===== config.mk =====
export PLATFORM = sky130hd
export DESIGN_NAME = io_bus_ctrl
export DESIGN_NICKNAME = d
export VERILOG_FILES = /design/src/rtl/io_bus_ctrl.sv
export SDC_FILE = /design/constraint.sdc
export NUM_CORES = 1
export LEC_CHECK = 0
export ABC_AREA = 1
export BUFFER_PORTS_ARGS = -buffer_cell sky130_fd_sc_hd__buf_4
export CAP_MARGIN = 20
export CORE_MARGIN = 3
export CORE_UTILIZATION = 45
export CTS_CLUSTER_DIAMETER = 150
export DETAILED_ROUTE_END_ITERATION = 8
export GPL_TIMING_DRIVEN = 0
export PLACE_DENSITY = 0.8
export SLEW_MARGIN = 0
export SYNTH_ARGS = -nofsm -noshare
export SYNTH_HDL_FRONTEND = slang
export SYNTH_SLANG_ARGS = --single-unit

===== constraint.sdc =====
create_clock -name clk -period 2.3 [get_ports clk]
set_input_delay 0.23 -clock clk [delete_from_list [all_inputs] [get_ports clk]]
set_output_delay 0.23 -clock clk [all_outputs]
set_load 0.01 [all_outputs]

===== src/rtl/io_bus_ctrl.sv =====
// io_bus_ctrl: bridges the CPU's word-addressed IO port to an asynchronous
// 32-bit SRAM and to the UART registers.
//   clk, rst                 - clock, synchronous active-high reset
//   io_mode/io_addr/io_wdata - request (NOP,LW,LH,LHU,LB,LBU,SW,SH,SB)
//   io_rdata, io_ready       - registered load result, one-cycle completion
//   sram_*                   - SRAM address/data/strobes (strobes active-low)
//   uart_tx_*, uart_rx_*     - UART transmit strobe/data, receive pop
module io_bus_ctrl #(
  parameter int unsigned WAIT_CYCLES = 2,
  parameter logic [31:0] RAM_BASE    = 32'h8000_0000,
  parameter logic [31:0] UART_DATA   = 32'hBFD0_03F8,
  parameter logic [31:0] UART_STAT   = 32'hBFD0_03FC
) (
  input  logic        clk,
  input  logic        rst,
  input  logic [3:0]  io_mode,
  input  logic [31:0] io_addr,
  input  logic [31:0] io_wdata,
  output logic [31:0] io_rdata,
  output logic        io_ready,
  output logic [19:0] sram_addr,
  output logic [31:0] sram_dout,
  input  logic [31:0] sram_din,
  output logic        sram_doe,
  output logic        sram_ce_n,
  output logic        sram_oe_n,
  output logic        sram_we_n,
  output logic [3:0]  sram_be_n,
  output logic [7:0]  uart_tx_data,
  output logic        uart_tx_valid,
  input  logic        uart_tx_busy,
  input  logic [7:0]  uart_rx_data,
  input  logic        uart_rx_valid,
  output logic        uart_rx_ack
);

  localparam logic [3:0] MODE_LW  = 4'd1;
  localparam logic [3:0] MODE_LH  = 4'd2;
  localparam logic [3:0] MODE_LHU = 4'd3;
  localparam logic [3:0] MODE_LB  = 4'd4;
  localparam logic [3:0] MODE_LBU = 4'd5;
  localparam logic [3:0] MODE_SW  = 4'd6;
  localparam logic [3:0] MODE_SH  = 4'd7;
  localparam logic [3:0] MODE_SB  = 4'd8;
  localparam logic [3:0] LAST_CNT = 4'(WAIT_CYCLES - 1);

  typedef enum logic [1:0] {IDLE, SRAM, UART_WAIT, RESP} state_t;

  state_t      state, state_nxt;
  logic [3:0]  mode_q;
  logic [21:0] addr_q;
  logic [31:0] wdata_q;
  logic [3:0]  cnt;
  logic        ram_acc;
  logic        ack_pend;
  logic [31:0] rdata_q;

  logic req, is_load, is_store, aligned, ram_go, uart_data_hit, uart_stat_hit;
  logic q_store;
  logic [3:0]  st_be;
  logic [31:0] st_dout;
  logic [7:0]  byte_sel;
  logic [15:0] half_sel;
  logic [31:0] load_ext;

  // Incoming request decode (only meaningful in IDLE)
  always_comb begin
    req      = (io_mode >= MODE_LW) && (io_mode <= MODE_SB);
    is_load  = (io_mode >= MODE_LW) && (io_mode <= MODE_LBU);
    is_store = (io_mode >= MODE_SW) && (io_mode <= MODE_SB);
    aligned  = 1'b1;
    if (io_mode == MODE_LW || io_mode == MODE_SW)
      aligned = (io_addr[1:0] == 2'b00);
    else if (io_mode == MODE_LH || io_mode == MODE_LHU || io_mode == MODE_SH)
      aligned = !io_addr[0];
    ram_go        = (io_addr[31:22] == RAM_BASE[31:22]) && aligned;
    uart_data_hit = (io_addr == UART_DATA);
    uart_stat_hit = (io_addr == UART_STAT);
  end

  // Store lane selection from the latched request; sub-words are replicated
  // so the SRAM sees the right byte whichever lane is enabled.
  assign q_store = (mode_q >= MODE_SW);

  always_comb begin
    st_be   = 4'b0000;
    st_dout = wdata_q;
    case (mode_q)
      MODE_SH: begin
        st_be   = addr_q[1] ? 4'b0011 : 4'b1100;
        st_dout = {2{wdata_q[15:0]}};
      end
      MODE_SB: begin
        st_be   = ~(4'b0001 << addr_q[1:0]);
        st_dout = {4{wdata_q[7:0]}};
      end
      default: ;
    endcase
  end

  // Load lane extraction and extension
  always_comb begin
    case (addr_q[1:0])
      2'd0:    byte_sel = sram_din[7:0];
      2'd1:    byte_sel = sram_din[15:8];
      2'd2:    byte_sel = sram_din[23:16];
      default: byte_sel = sram_din[31:24];
    endcase
    half_sel = addr_q[1] ? sram_din[31:16] : sram_din[15:0];
    case (mode_q)
      MODE_LH:  load_ext = {{16{half_sel[15]}}, half_sel};
      MODE_LHU: load_ext = {16'h0000, half_sel};
      MODE_LB:  load_ext = {{24{byte_sel[7]}}, byte_sel};
      MODE_LBU: load_ext = {24'h000000, byte_sel};
      default:  load_ext = sram_din;
    endcase
  end

  always_comb begin
    state_nxt = state;
    case (state)
      IDLE: begin
        if (req) begin
          if (ram_go)                        state_nxt = SRAM;
          else if (uart_data_hit && is_store) state_nxt = UART_WAIT;
          else                               state_nxt = RESP;
        end
      end
      SRAM:      if (cnt == LAST_CNT) state_nxt = RESP;
      UART_WAIT: if (!uart_tx_busy)   state_nxt = RESP;
      RESP:      state_nxt = IDLE;
      default:   state_nxt = IDLE;
    endcase
  end

  always_ff @(posedge clk) begin
    if (rst) begin
      state    <= IDLE;
      mode_q   <= '0;
      addr_q   <= '0;
      wdata_q  <= '0;
      cnt      <= '0;
      ram_acc  <= 1'b0;
      ack_pend <= 1'b0;
      rdata_q  <= '0;
    end else begin
      state <= state_nxt;
      case (state)
        IDLE: begin
          if (req) begin
            mode_q   <= io_mode;
            addr_q   <= io_addr[21:0];
            wdata_q  <= io_wdata;
            cnt      <= '0;
            ram_acc  <= ram_go;
            // UART status/data are sampled here, so the value returned and
            // the rx pop always agree even if uart_rx_valid changes later.
            ack_pend <= is_load && !ram_go && uart_data_hit && uart_rx_valid;
            if (is_load && !ram_go) begin
              if (uart_stat_hit)      rdata_q <= {30'b0, uart_rx_valid, ~uart_tx_busy};
              else if (uart_data_hit) rdata_q <= {24'b0, uart_rx_data};
              else                    rdata_q <= '0;
            end
          end
        end
        SRAM: begin
          cnt <= cnt + 4'd1;
          if (cnt == LAST_CNT && !q_store) rdata_q <= load_ext;
        end
        default: ;
      endcase
    end
  end

  always_comb begin
    io_ready      = 1'b0;
    sram_addr     = '0;
    sram_dout     = '0;
    sram_doe      = 1'b0;
    sram_ce_n     = 1'b1;
    sram_oe_n     = 1'b1;
    sram_we_n     = 1'b1;
    sram_be_n     = '1;
    uart_tx_data  = '0;
    uart_tx_valid = 1'b0;
    uart_rx_ack   = 1'b0;
    case (state)
      SRAM: begin
        sram_addr = addr_q[21:2];
        sram_ce_n = 1'b0;
        if (q_store) begin
          sram_we_n = 1'b0;
          sram_doe  = 1'b1;
          sram_be_n = st_be;
          sram_dout = st_dout;
        end else begin
          sram_oe_n = 1'b0;
          sram_be_n = '0;
        end
      end
      UART_WAIT: begin
        uart_tx_data  = wdata_q[7:0];
        uart_tx_valid = !uart_tx_busy;
      end
      RESP: begin
        io_ready    = 1'b1;
        uart_rx_ack = ack_pend;
        // Keep address and data driven one cycle past the we_n rise (hold time)
        if (ram_acc && q_store) begin
          sram_addr = addr_q[21:2];
          sram_dout = st_dout;
          sram_doe  = 1'b1;
        end
      end
      default: ;
    endcase
  end

  assign io_rdata = rdata_q;

endmodule

==> reports/results.tsv <==
stage	metric	value	unit
outcome	status	completed	
yosys	synth_ff_type	dfxtp_1	
global_routing	grt_max_degree	18	
yosys	netlist_area	5820	um2
detailed_routing	drt_iter0_drc	542	
critical_path	cp.arrival	1.95	ns
global_routing	antenna_found_initial	0	
critical_path	reg2reg_from	state[1]	
power	worst_ir_drop_vdd	0.512	mV
flow_run	drv_cap	0	
global_routing	grt_usage	0.274	
die	coreArea	12300	um2
die	die_h	120	um
hold_path	hold-path-endpoint	state[1]	
yosys	syn_nets	1083	
sta	fin_skew	0.0102	ns
yosys	yosysSeqAreaShare	0.337	
detailed_routing	wl_per_cell	14.9	um
global_routing	grt_pass1_wl	31.8	mm
sta	finalSetupViolations	0	
hold_path	hold_path_class	in -> reg	
sta	relSlewSlack	0.590	
critical_path	cp.required	2.07	ns
clocking	cts_buffers	9	
global_routing	grt_overflow	0	
critical_path	reg2reg_depth	8	
sta	fin_crit_sh	0.947	
yosys	ys.warnings.count	0	
clocking	cts_tree	yes	
sta	whs	0.0859	ns
critical_path	crit_path_max_fanout	10	
clocking	clockRootBuffer	clkbuf_16	
critical_path	r2r_end	mode_q[1]	
clocking	cts.clk_slew.worst_paths	0.07	ns
hold_path	hold_depth	2	
place	portBuffers	214	
place	dp_hpwl	15.8	mm
die	start_util	0.472	
detailed_routing	drcViolationCount	0	
power	p_leak	3.91	nW
power	p_total	8.44	mW
die	pin_count	215	
hold_path	min_from	rst	
sta	drv_slew	0	
yosys	synth_cell_types	32	
detailed_routing	drt_pre_antenna_iters	6	
detailed_routing	wl	20.3	mm
clocking	hold_buffers	0	
sta	hold_viol_final	0	
critical_path	crit_path_start_kind	flip-flop	
die	rows	40	
sta	worst_pin_slew	0.616	ns
detailed_routing	vias	7030	
clocking	clk_path_buf_depth	2	
yosys	synth.avg_cell_area	6.03	um2
global_routing	grt_pass1_vias	6340	
critical_path	end_kind	primary output	
yosys	synth-edff-count	0	
sta	max_freq	0.459	GHz
sta	setup_tns	0	ns
critical_path	r2r_setup_slack	0.26	ns
die	die_area	14300	um2
sta	rsz0062_at_grt	yes	
final_layout	areaGrowthSynthToFinish	39.1	%
yosys	ys_seq_elements	98	
critical_path	crit_type	reg -> out	
die	die_x	120	um
place	gp_congestion	0.971	
detailed_routing	viasPerCell	5.15	
yosys	synth-async-reset-ratio	0	
final_layout	drive_gt1_frac	0.255	
final_layout	diodes	0	
yosys	syn_inst	965	
final_layout	fin_nets	1311	
clocking	insertion_delay	0.35	ns
clocking	clkSinkCount	98	
final_layout	fillCellCount	1204	
clocking	htree_levels	3	
sta	min_period	2.18	ns
detailed_routing	ant_nets	0	
power	cellPowerDensity	1040	nW/um2
## cell usage in the layout, fill, tap and decap left out, drive strengths merged, types with 10 or more instances in the layout
| cell | instances |
|---|---|
| a21oi | 119 |
| buf | 242 |
| clkbuf | 41 |
| dfxtp | 98 |
| inv | 127 |
| nand2 | 205 |
| nand3 | 85 |
| nor2 | 138 |
| o21ai | 97 |
| or2 | 10 |
## how the worst max path moves through the flow
stage | from | endpoint | slack (ns) | cells after the start
finish | mode_q[1] | sram_dout[10] | 0.12 | 10
detailed placement | state[1] | sram_addr[19] | -0.05 | 8
global placement | state[1] | sram_addr[9] | -0.03 | 8
CTS | mode_q[2] | sram_dout[12] | 0.00002 | 10
floorplan | state[1] | sram_dout[22] | 0.44 | 7
global route | mode_q[1] | sram_dout[27] | -0.01 | 10
## per-layer routing
layer  up-vias  share of wire  wire length (um)  track usage
met5         -              0                 0            0
met4         0          0.025               513       0.0773
met3        42          0.092              1880       0.0664
met2       301           0.46              9340        0.439
met1      3154           0.42              8600        0.368
li1       3533              -                 -            -
## worst max-delay path, cell delays in order, from the launching register on
cell and delay (ns):
dfxtp_2 0.37, inv_2 0.08, o21ai_2 0.16, inv_1 0.08, nor2_2 0.11, nand2_1 0.10
nand2_4 0.13, buf_6 0.15, nand2_1 0.10, a21oi_2 0.16, buf_4 0.14
## timing repair
action                     CTS  global route
pin swaps                    0             1
cloned                       0             0
setup endpoints to repair   57            53
resized for setup           12            21
setup buffers                0             4
## report_power, final
group | switching [mW] | total, mW | internal, mW
combinational | 2.68 | 4.28 | 1.60
sequential | 0.268 | 2.46 | 2.19
clock | 0.702 | 1.70 | 0.999
total | 3.65 | 8.44 | 4.79
## sequential cells by signal, indices dropped and copies added (netlist names)
register	cells
ack_pend	1
addr_q	22
cnt	4
io_rdata	32
mode_q	4
ram_acc	1
state	2
wdata_q	32
## layout make-up
class | count | area [um2] | area share
Inverter | 127 | 478 | 0.0591
Tap cell | 168 | 210 | 0.0260
Sequential cell | 98 | 1970 | 0.243
Clock inverter | 6 | 96.3 | 0.0119
Timing Repair Buffer | 218 | 1640 | 0.202
Clock buffer | 10 | 239 | 0.0295
Multi-Input combinational cell | 684 | 3200 | 0.395
Buffer | 55 | 269 | 0.0332
## cells in the mapped netlist, types with 3 or more instances
cell      count  area [um2]
o21ai_0      94         470
clkbuf_1     32         120
nor3_1        6        30.0
a211oi_1      3        22.5
dfxtp_1      98        1960
nor2_2        5        31.3
nand2_1     200         751
nand4_1       6        37.5
nand3_1      83         415
ha_1          6        75.1
inv_2         5        18.8
a21oi_1     119         596
buf_2        22         110
inv_1       119         447
clkinv_1      3        11.3
nand2_2       5        31.3
nor2_1      132         495
or2_2         7        43.8
## stage by stage
step | cells | area, um2 | worst slack (ns) | utilization
6_report | 1366 | 8090 | 0.122 | 0.657
5_1_grt | 1366 | 8090 | -0.0141 | 0.657
4_1_cts | 1362 | 8000 | 0.0000155 | 0.649
3_5_place_dp | 1347 | 7630 | -0.0502 | 0.620
3_3_place_gp | 1347 | 7630 | -0.0340 | 0.620
2_1_floorplan | 965 | 5820 | 0.440 | -
## cell families after synthesis
family	after synthesis	share of synthesized area
compound gates	224	0.196
simple gates	454	0.329
fa+ha+maj	6	0.0129
flops	98	0.337
buf+inv	183	0.125
Note: power is estimated with default switching activity, not from simulation.
